File: src/rtl/mips_pkg.sv
// Shared definitions for the MIPS instruction-fetch slice.
//   fetch_state_e    : fetch FSM encoding (IDLE, FETCH)
//   RESET_PC_DEFAULT : default PC loaded on reset
//   PC_INC           : sequential fetch stride (one 32-bit word)
package mips_pkg;

  typedef enum logic {
    IDLE  = 1'b0,
    FETCH = 1'b1
  } fetch_state_e;

  localparam logic [31:0] RESET_PC_DEFAULT = 32'h0000_0000;
  localparam logic [31:0] PC_INC           = 32'd4;

endpackage

File: src/rtl/next_pc_sel.sv
// Redirect target selection for the fetch stage (purely combinational).
// Priority is jr > jump > branch_taken.
//   branch_taken, branch_offset : taken branch and its pre-shifted offset
//   jump, jump_index            : J/JAL and instr[25:0]
//   jr, jr_target               : JR and the rs value
//   if_pc_plus4                 : PC+4 of the instruction sitting in decode
//   redirect                    : any redirect requested this cycle
//   target                      : selected redirect target
module next_pc_sel #(
  parameter int ADDR_W = 32
) (
  input  logic              branch_taken,
  input  logic [ADDR_W-1:0] branch_offset,
  input  logic              jump,
  input  logic [25:0]       jump_index,
  input  logic              jr,
  input  logic [ADDR_W-1:0] jr_target,
  input  logic [ADDR_W-1:0] if_pc_plus4,
  output logic              redirect,
  output logic [ADDR_W-1:0] target
);

  // Two's-complement add wraps modulo 2^ADDR_W, which is exactly the
  // required branch behaviour; no overflow is reported.
  logic [ADDR_W-1:0] branch_target;
  logic [ADDR_W-1:0] jump_target;

  assign branch_target = if_pc_plus4 + branch_offset;
  assign jump_target   = {if_pc_plus4[ADDR_W-1:ADDR_W-4], jump_index, 2'b00};
  assign redirect      = jr | jump | branch_taken;

  always_comb begin
    target = branch_target;
    if (jr) begin
      target = jr_target;
    end else if (jump) begin
      target = jump_target;
    end
  end

endmodule

File: src/rtl/fetch_pc_unit.sv
// Instruction-fetch stage: program counter, imem req/ready handshake,
// redirect handling and the IF/ID pipeline register.
//   clk, reset          : clock, asynchronous active-high reset
//   stall, flush        : decode hazard hold / IF/ID invalidate
//   branch_*, jump*, jr*: redirects resolved in decode
//   imem_req/addr/ready/rdata : instruction memory handshake
//   if_valid/instr/pc/pc_plus4: IF/ID register contents
module fetch_pc_unit
  import mips_pkg::*;
#(
  parameter int                ADDR_W   = 32,
  parameter logic [ADDR_W-1:0] RESET_PC = RESET_PC_DEFAULT
) (
  input  logic              clk,
  input  logic              reset,
  input  logic              stall,
  input  logic              flush,
  input  logic              branch_taken,
  input  logic [ADDR_W-1:0] branch_offset,
  input  logic              jump,
  input  logic [25:0]       jump_index,
  input  logic              jr,
  input  logic [ADDR_W-1:0] jr_target,
  output logic              imem_req,
  output logic [ADDR_W-1:0] imem_addr,
  input  logic              imem_ready,
  input  logic [31:0]       imem_rdata,
  output logic              if_valid,
  output logic [31:0]       if_instr,
  output logic [ADDR_W-1:0] if_pc,
  output logic [ADDR_W-1:0] if_pc_plus4
);

  fetch_state_e      state, state_nx;
  logic              armed;
  logic [ADDR_W-1:0] pc;
  logic              pending;
  logic [ADDR_W-1:0] pending_target;
  logic              outstanding;
  logic              skid_valid;
  logic [31:0]       skid_instr;
  logic [ADDR_W-1:0] skid_pc;
  logic              redirect;
  logic [ADDR_W-1:0] target;
  logic              complete;
  logic              in_flight;

  next_pc_sel #(.ADDR_W(ADDR_W)) u_next_pc_sel (
    .branch_taken  (branch_taken),
    .branch_offset (branch_offset),
    .jump          (jump),
    .jump_index    (jump_index),
    .jr            (jr),
    .jr_target     (jr_target),
    .if_pc_plus4   (if_pc_plus4),
    .redirect      (redirect),
    .target        (target)
  );

  // A raised request is held until accepted even if stall rises
  // (outstanding). A new request waits while the skid still holds a word,
  // so skid drain and a fresh completion never compete for IF/ID.
  always_comb begin
    state_nx = state;
    imem_req = 1'b0;
    case (state)
      IDLE:  if (armed) state_nx = FETCH;
      FETCH: imem_req = outstanding | (~stall & ~skid_valid);
      default: state_nx = IDLE;
    endcase
  end

  assign imem_addr = pc;
  assign complete  = imem_req & imem_ready;
  assign in_flight = imem_req & ~imem_ready;

  // armed delays leaving IDLE by one edge, so the first fetch launches on
  // the 2nd edge after release and the first instruction lands on the 3rd.
  always_ff @(posedge clk or posedge reset) begin
    if (reset) begin
      state       <= IDLE;
      armed       <= 1'b0;
      pc          <= RESET_PC;
      pending     <= 1'b0;
      outstanding <= 1'b0;
      skid_valid  <= 1'b0;
      if_valid    <= 1'b0;
      if_instr    <= '0;
      if_pc       <= '0;
      if_pc_plus4 <= '0;
    end else begin
      state       <= state_nx;
      armed       <= 1'b1;
      outstanding <= in_flight;

      // A redirect that coincides with a completion discards that word and
      // jumps straight away; only a still-waiting request defers it.
      if (redirect) begin
        if (in_flight) begin
          pending <= 1'b1;
        end else begin
          pc      <= target;
          pending <= 1'b0;
        end
      end else if (complete) begin
        if (pending) begin
          pc      <= pending_target;
          pending <= 1'b0;
        end else begin
          pc <= pc + ADDR_W'(PC_INC);
        end
      end

      if (redirect) begin
        skid_valid <= 1'b0;
      end else if (complete & ~pending & stall) begin
        skid_valid <= 1'b1;
      end else if (~stall) begin
        skid_valid <= 1'b0;
      end

      if (flush | redirect) begin
        if_valid <= 1'b0;
      end else if (stall) begin
        if_valid <= if_valid;
      end else if (skid_valid) begin
        if_valid    <= 1'b1;
        if_instr    <= skid_instr;
        if_pc       <= skid_pc;
        if_pc_plus4 <= skid_pc + ADDR_W'(PC_INC);
      end else if (complete & ~pending) begin
        if_valid    <= 1'b1;
        if_instr    <= imem_rdata;
        if_pc       <= pc;
        if_pc_plus4 <= pc + ADDR_W'(PC_INC);
      end else begin
        if_valid <= 1'b0;
      end
    end
  end

  // Data-only registers: qualified by pending / skid_valid, so no reset.
  always_ff @(posedge clk) begin
    if (redirect & in_flight) begin
      pending_target <= target;
    end
    if (~redirect & complete & ~pending & stall) begin
      skid_instr <= imem_rdata;
      skid_pc    <= pc;
    end
  end

endmodule

File: config.mk
export PLATFORM = sky130hd
export DESIGN_NAME = fetch_pc_unit
export DESIGN_NICKNAME = d
export VERILOG_FILES = /design/src/rtl/mips_pkg.sv /design/src/rtl/next_pc_sel.sv /design/src/rtl/fetch_pc_unit.sv
export SDC_FILE = /design/constraint.sdc
export NUM_CORES = 1
export LEC_CHECK = 0
export ABC_AREA = 1
export CELL_PAD_IN_SITES_DETAIL_PLACEMENT = 0
export CELL_PAD_IN_SITES_GLOBAL_PLACEMENT = 1
export CORE_MARGIN = 8
export CORE_UTILIZATION = 42
export DETAILED_ROUTE_END_ITERATION = 8
export DONT_BUFFER_PORTS = 1
export GPL_ROUTABILITY_DRIVEN = 0
export PLACE_DENSITY_LB_ADDON = 0.1
export REMOVE_ABC_BUFFERS = 1
export SKIP_LAST_GASP = 1
export SYNTH_ARGS = -nofsm -noshare
export SYNTH_HDL_FRONTEND = slang
export SYNTH_SLANG_ARGS = --single-unit
File: constraint.sdc
create_clock -name clk -period 3.9 [get_ports clk]
set_input_delay 0.39 -clock clk [delete_from_list [all_inputs] [get_ports clk]]
set_output_delay 0.39 -clock clk [all_outputs]
set_load 0.01 [all_outputs]
=== Word level (Yosys, flattened, before mapping) ===
Cells that the tools add are included.

* Add/sub/neg operators: 3
* Multipliers: 0
* Div/mod/pow operators: 0
* Order comparisons: 0
* Equal/unequal tests: 3
* Shift-type cells: 0
* Multiplexer cells: 25
* Bitwise logic cells: 19
* Reduce and logical (&&, ||, !) cells: 4

{| class="wikitable"
|+ Operator list
! operator !! count
|-
| two-way mux 32 bit || 12
|-
| adder 32 x 3 -> 32 bit (second input constant) || 2
|-
| adder 32 bit || 1
|-
| two-way mux 1 bit || 13
|-
| AND 1 bit || 9
|-
| NOT 1 bit || 6
|-
| OR 1 bit || 4
|-
| nonzero test 2 bit || 2
|-
| != test 3 x 1 -> 1 bit (second input constant) || 1
|-
| AND reduction 3 bit || 1
|-
| != test 2 x 1 -> 1 bit (second input constant) || 1
|-
| != test 2 bit (second input constant) || 1
|-
| AND reduction 2 bit || 1
|}

* Register bits: 230
* Latch bits: 0
* RAM bits: 0
* ROM bits: 0
* Input port bits: 130
* Output and inout port bits: 130
* Memories: 0

=== Logic depth before layout (Yosys ltp) ===
* Word-level depth: 10
* Gate-level depth with buffers: 18
* Gate-level depth less buffers: 18

=== By module ===
From an unflattened synthesis, not the netlist that was laid out.

* Cells, all modules: 1993
* Area total of the unflattened synthesis: 14214.9 sq um

{| class="wikitable"
|+ Modules (own cells, without submodules)
! module !! instances !! cells each !! area each (sq um) !! seq. area each (sq um)
|-
| fetch_pc_unit || 1 || 1319 || 11089.4 || 6185.9
|-
| next_pc_sel || 1 || 674 || 3125.5 || 0.0
|}

=== Worst setup path before layout ===
Ideal clock, no wire load.

* Path type: in2reg
* Start point: input jr
* End point: register skid_instr[0] (enable)
* Setup time: 0.486 ns
* Arrival: 4.230 ns
* Required time: 3.414 ns
* Path slack: -0.816 ns
* Stages on the path: 10
* Path buffers: 3
* Path through: clkbuf_1 > nor2_1 > inv_1 > nor2_2 > inv_1 > buf_2 > buf_1 > nor2_1 > inv_1 > nor2_1

* Word-level cells in the longest chain between the ends: 6

{| class="wikitable"
|+ Ends and longest elaborated chain
! item !! RTL line !! text
|-
| start: declaration || fetch_pc_unit.sv:22 || <nowiki>input logic jr,</nowiki>
|-
| OR 1 bit (2 in series) || next_pc_sel.sv:30 || <nowiki>assign redirect = jr | jump | branch_taken;</nowiki>
|-
| NOT 1 bit || fetch_pc_unit.sv:147 || <nowiki>if (~redirect & complete & ~pending & stall) begin</nowiki>
|-
| AND 1 bit (3 in series) || fetch_pc_unit.sv:147 ||
|-
| end signal: assignment || fetch_pc_unit.sv:148 || <nowiki>skid_instr <= imem_rdata;</nowiki>
|-
| end: declaration || fetch_pc_unit.sv:41 || <nowiki>logic [31:0] skid_instr;</nowiki>
|}

Every way passes these cells.
A chain may end at the register's enable or synchronous reset.

==> impl_metrics.json <==
{
  "status": "complete, no violations",
  "ys_ff_latch": 228,
  "setup_viol": 0,
  "cts_root_buf": "clkbuf_16",
  "synth_area_um2": 13550,
  "clk_latency_ns": 0.54,
  "min_period_ns": 2.633,
  "ys_types": 44,
  "path_buf_inv": 1,
  "clk_pin_slew_ns": 0.06,
  "synth_edf_count": 96,
  "utilization_pct": 47.89,
  "leakagePower_nw": 7.024,
  "drtIter0Drc": 950,
  "drcViolationCount": 0,
  "path_cells": "ha_1 -> inv_1 -> fa_1 -> nor2_1 -> nor2_1 -> o21bai_1 -> xor2_1 -> nor2_1 -> o21ai_0 -> nand2_1 -> a22oi_1",
  "finalPower_w": 0.007319,
  "finalHoldViolations": 0,
  "crit_path_start_kind": "flip-flop",
  "core_area_um2": 31640,
  "path_common_cell": "nor2_1",
  "antenna_left": 0,
  "drive_above_1_share_pct": 4.804,
  "groute.usage.overall_pct": 23.96,
  "slew-limit-headroom_pct": 36.90,
  "vias": 11790,
  "critPathMaxStageDelay_ns": 0.51,
  "drtPass1Iterations": 5,
  "grt_overflow": 0,
  "wl_per_cell_um": 21.07,
  "syn_area_per_cell_um2": 7.607,
  "cts_resized": 0,
  "grt_pass1_vias": 11440,
  "worstHoldPathType": "in2reg",
  "dp.cells": 2131,
  "clock_path_buffers": 3,
  "dieArea_um2": 38260,
  "arrival_ns": 3.07,
  "finalCritPeriodShare_pct": 67.51,
  "ctsHtreeMaxLevel": 1,
  "required_ns": 4.33,
  "synthArstFlopShare_pct": 57.89,
  "numCtsBuffers": 26,
  "cts.sinks": 228,
  "cts_setup_buffers": 0,
  "critPathMaxFanout": 4,
  "portBuffers": 0,
  "yosysSeqAreaShare_pct": 45.66,
  "rsz0062_at_grt": "false",
  "io_pins": 260,
  "p_per_area_nw_per_um2": 483.0,
  "clock_skew_ns": 0.01787,
  "grt_pass1_wl_mm": 71.43,
  "antenna_found_initial": 1,
  "drv_cap": 0,
  "max-vdd-ir-drop_mv": 0.3756,
  "slowest_stage": "dfrtp_1",
  "grt_start_max_net_pins": 153,
  "pre_cts_ws_ns": 1.127,
  "syn_inst": 1781,
  "fin_cells": 2216,
  "criticalPathCategory": "reg2reg",
  "hpwl_mm": 34.92,
  "start_util_pct": 42.82,
  "tightest_slew_ns": 0.9455,
  "die_w_um": 195.6,
  "synth_ff_type": "dfrtp_1",
  "num_rows": 65,
  "crit_family": "compound AO/OA/AOI/OAI gates",
  "max_freq_mhz": 379.8,
  "slew_viol_final": 0,
  "wl_mm": 46.70,
  "nNetsFinal": 1955,
  "syn_to_final_growth_pct": 11.84,
  "final_common_cell": "nand2_1",
  "die_h_um": 195.6,
  "setup_ws_ns": 1.267,
  "end_kind": "flip-flop",
  "via_per_inst": 5.321,
  "yosys_warnings": 0,
  "cts_tree": "done",
  "layout_common_cells": "549 x nand2_1, 193 x nor2_1, 177 x inv_1"
}
-- synth_stat cells, types with 2 or more instances --
master,instances,share of area [%]
a21o_1,2,0.11
a21oi_1,88,3.3
a21oi_2,2,0.13
a22oi_1,2,0.11
a31oi_1,11,0.51
buf_1,7,0.19
buf_2,15,0.55
buf_4,4,0.22
clkbuf_1,43,1.2
dfrtp_1,132,24
edfxtp_1,96,21
ha_1,33,3.0
inv_1,178,4.9
inv_2,2,0.055
mux2i_1,40,3.0
nand2_1,549,15
nand2_2,2,0.092
nand3_1,94,3.5
nand4_1,19,0.88
nor2_1,194,5.4
nor2_2,2,0.092
nor3_1,17,0.63
nor3_2,3,0.22
nor4_1,9,0.42
nor4_4,2,0.31
o211ai_1,4,0.22
o21ai_0,163,6.0
o21bai_1,8,0.44
or2_2,9,0.42
xnor2_1,12,0.78
xor2_1,26,1.7
-- per-layer routing --
| metal | wire length [um] | up-vias | global-route usage, % |
|---|---|---|---|
| li1 | - | 5840 | - |
| met1 | 20040 | 5521 | 31.77 |
| met5 | 0 | - | 0 |
| met4 | 1163 | 0 | 5.811 |
| met2 | 21660 | 378 | 39.23 |
| met3 | 3833 | 52 | 5.399 |
-- what timing repair did --
action / in CTS / in global routing
setup endpoints to repair: 0 / 0
endpoints found under the hold margin: 126 / 0
hold buffers: 34 / 0
-- where the power goes --
group          leakage (nW)  switching [W]  internal, W
registers              2.57       0.000512      0.00279
clock network         0.427        0.00100      0.00147
logic                  4.03       0.000995     0.000542
total                  7.02        0.00251      0.00481
-- flip-flops by register name (all words and copies together) (netlist names) --
register,flops
if_instr,32
if_pc,32
skid_pc,32
pending_target,32
pending,1
if_pc_plus4,30
armed,1
outstanding,1
imem_addr,32
skid_instr,32
state,1
if_valid,1
skid_valid,1
-- metrics by stage --
stage	hold slack, ns	area, um^2	setup TNS [ns]
after floorplan	0.4103	13260	-394.29
after global placement	0.4150	13940	0
after detailed placement	0.4334	13940	0
after CTS	0.06184	15140	0
after global routing	0.08264	15150	0
final	0.07419	15150	0
-- final cells by class --
| class | count | area, um^2 |
|---|---|---|
| tap | 402 | 503.0 |
| fill | 3224 | 16480 |
| multi-input combinational | 1304 | 6419 |
| clock inverter | 10 | 102.6 |
| antenna | 3 | 7.507 |
| inverter | 180 | 680.7 |
| sequential | 228 | 6190 |
| timing repair buffer | 51 | 493.0 |
| clock buffer | 38 | 757.0 |
-- final timing paths --
| check | slack [ns] | start | endpoint | depth (start not counted) |
|---|---|---|---|---|
| worst max register to register | 1.27 | if_pc[0]$_DFFE_PP0P_ | imem_addr[8]$_DFFE_PP0P_ | 11 |
| worst min-delay path | 0.07 | imem_rdata[31] | if_instr[31]$_DFFE_PP0P_ | 2 |
| worst min register to register | 0.44 | armed$_DFF_PP0_ | state$_DFF_PP0_ | 1 |
| min in group asynchronous | 0.56 | reset | if_instr[23]$_DFFE_PP0P_ | 2 |
| max in group asynchronous | 2.43 | reset | imem_addr[6]$_DFFE_PP0P_ | 3 |
| worst max-delay path | 1.27 | if_pc[0]$_DFFE_PP0P_ | imem_addr[8]$_DFFE_PP0P_ | 11 |
-- cells by family after synthesis --
logic type / Yosys count / share of synthesized area [%]
and+or+nand+nor: 908 / 27.60
AOI/OAI and AO/OA: 283 / 10.95
buffers and inverters: 249 / 7.148
DFF: 228 / 45.66
muxes: 40 / 2.955
xor gates and xnor gates: 38 / 2.457
adders and majority gates: 34 / 3.195
other: 1 / 0.02768
(Power assumes the default switching activity.)
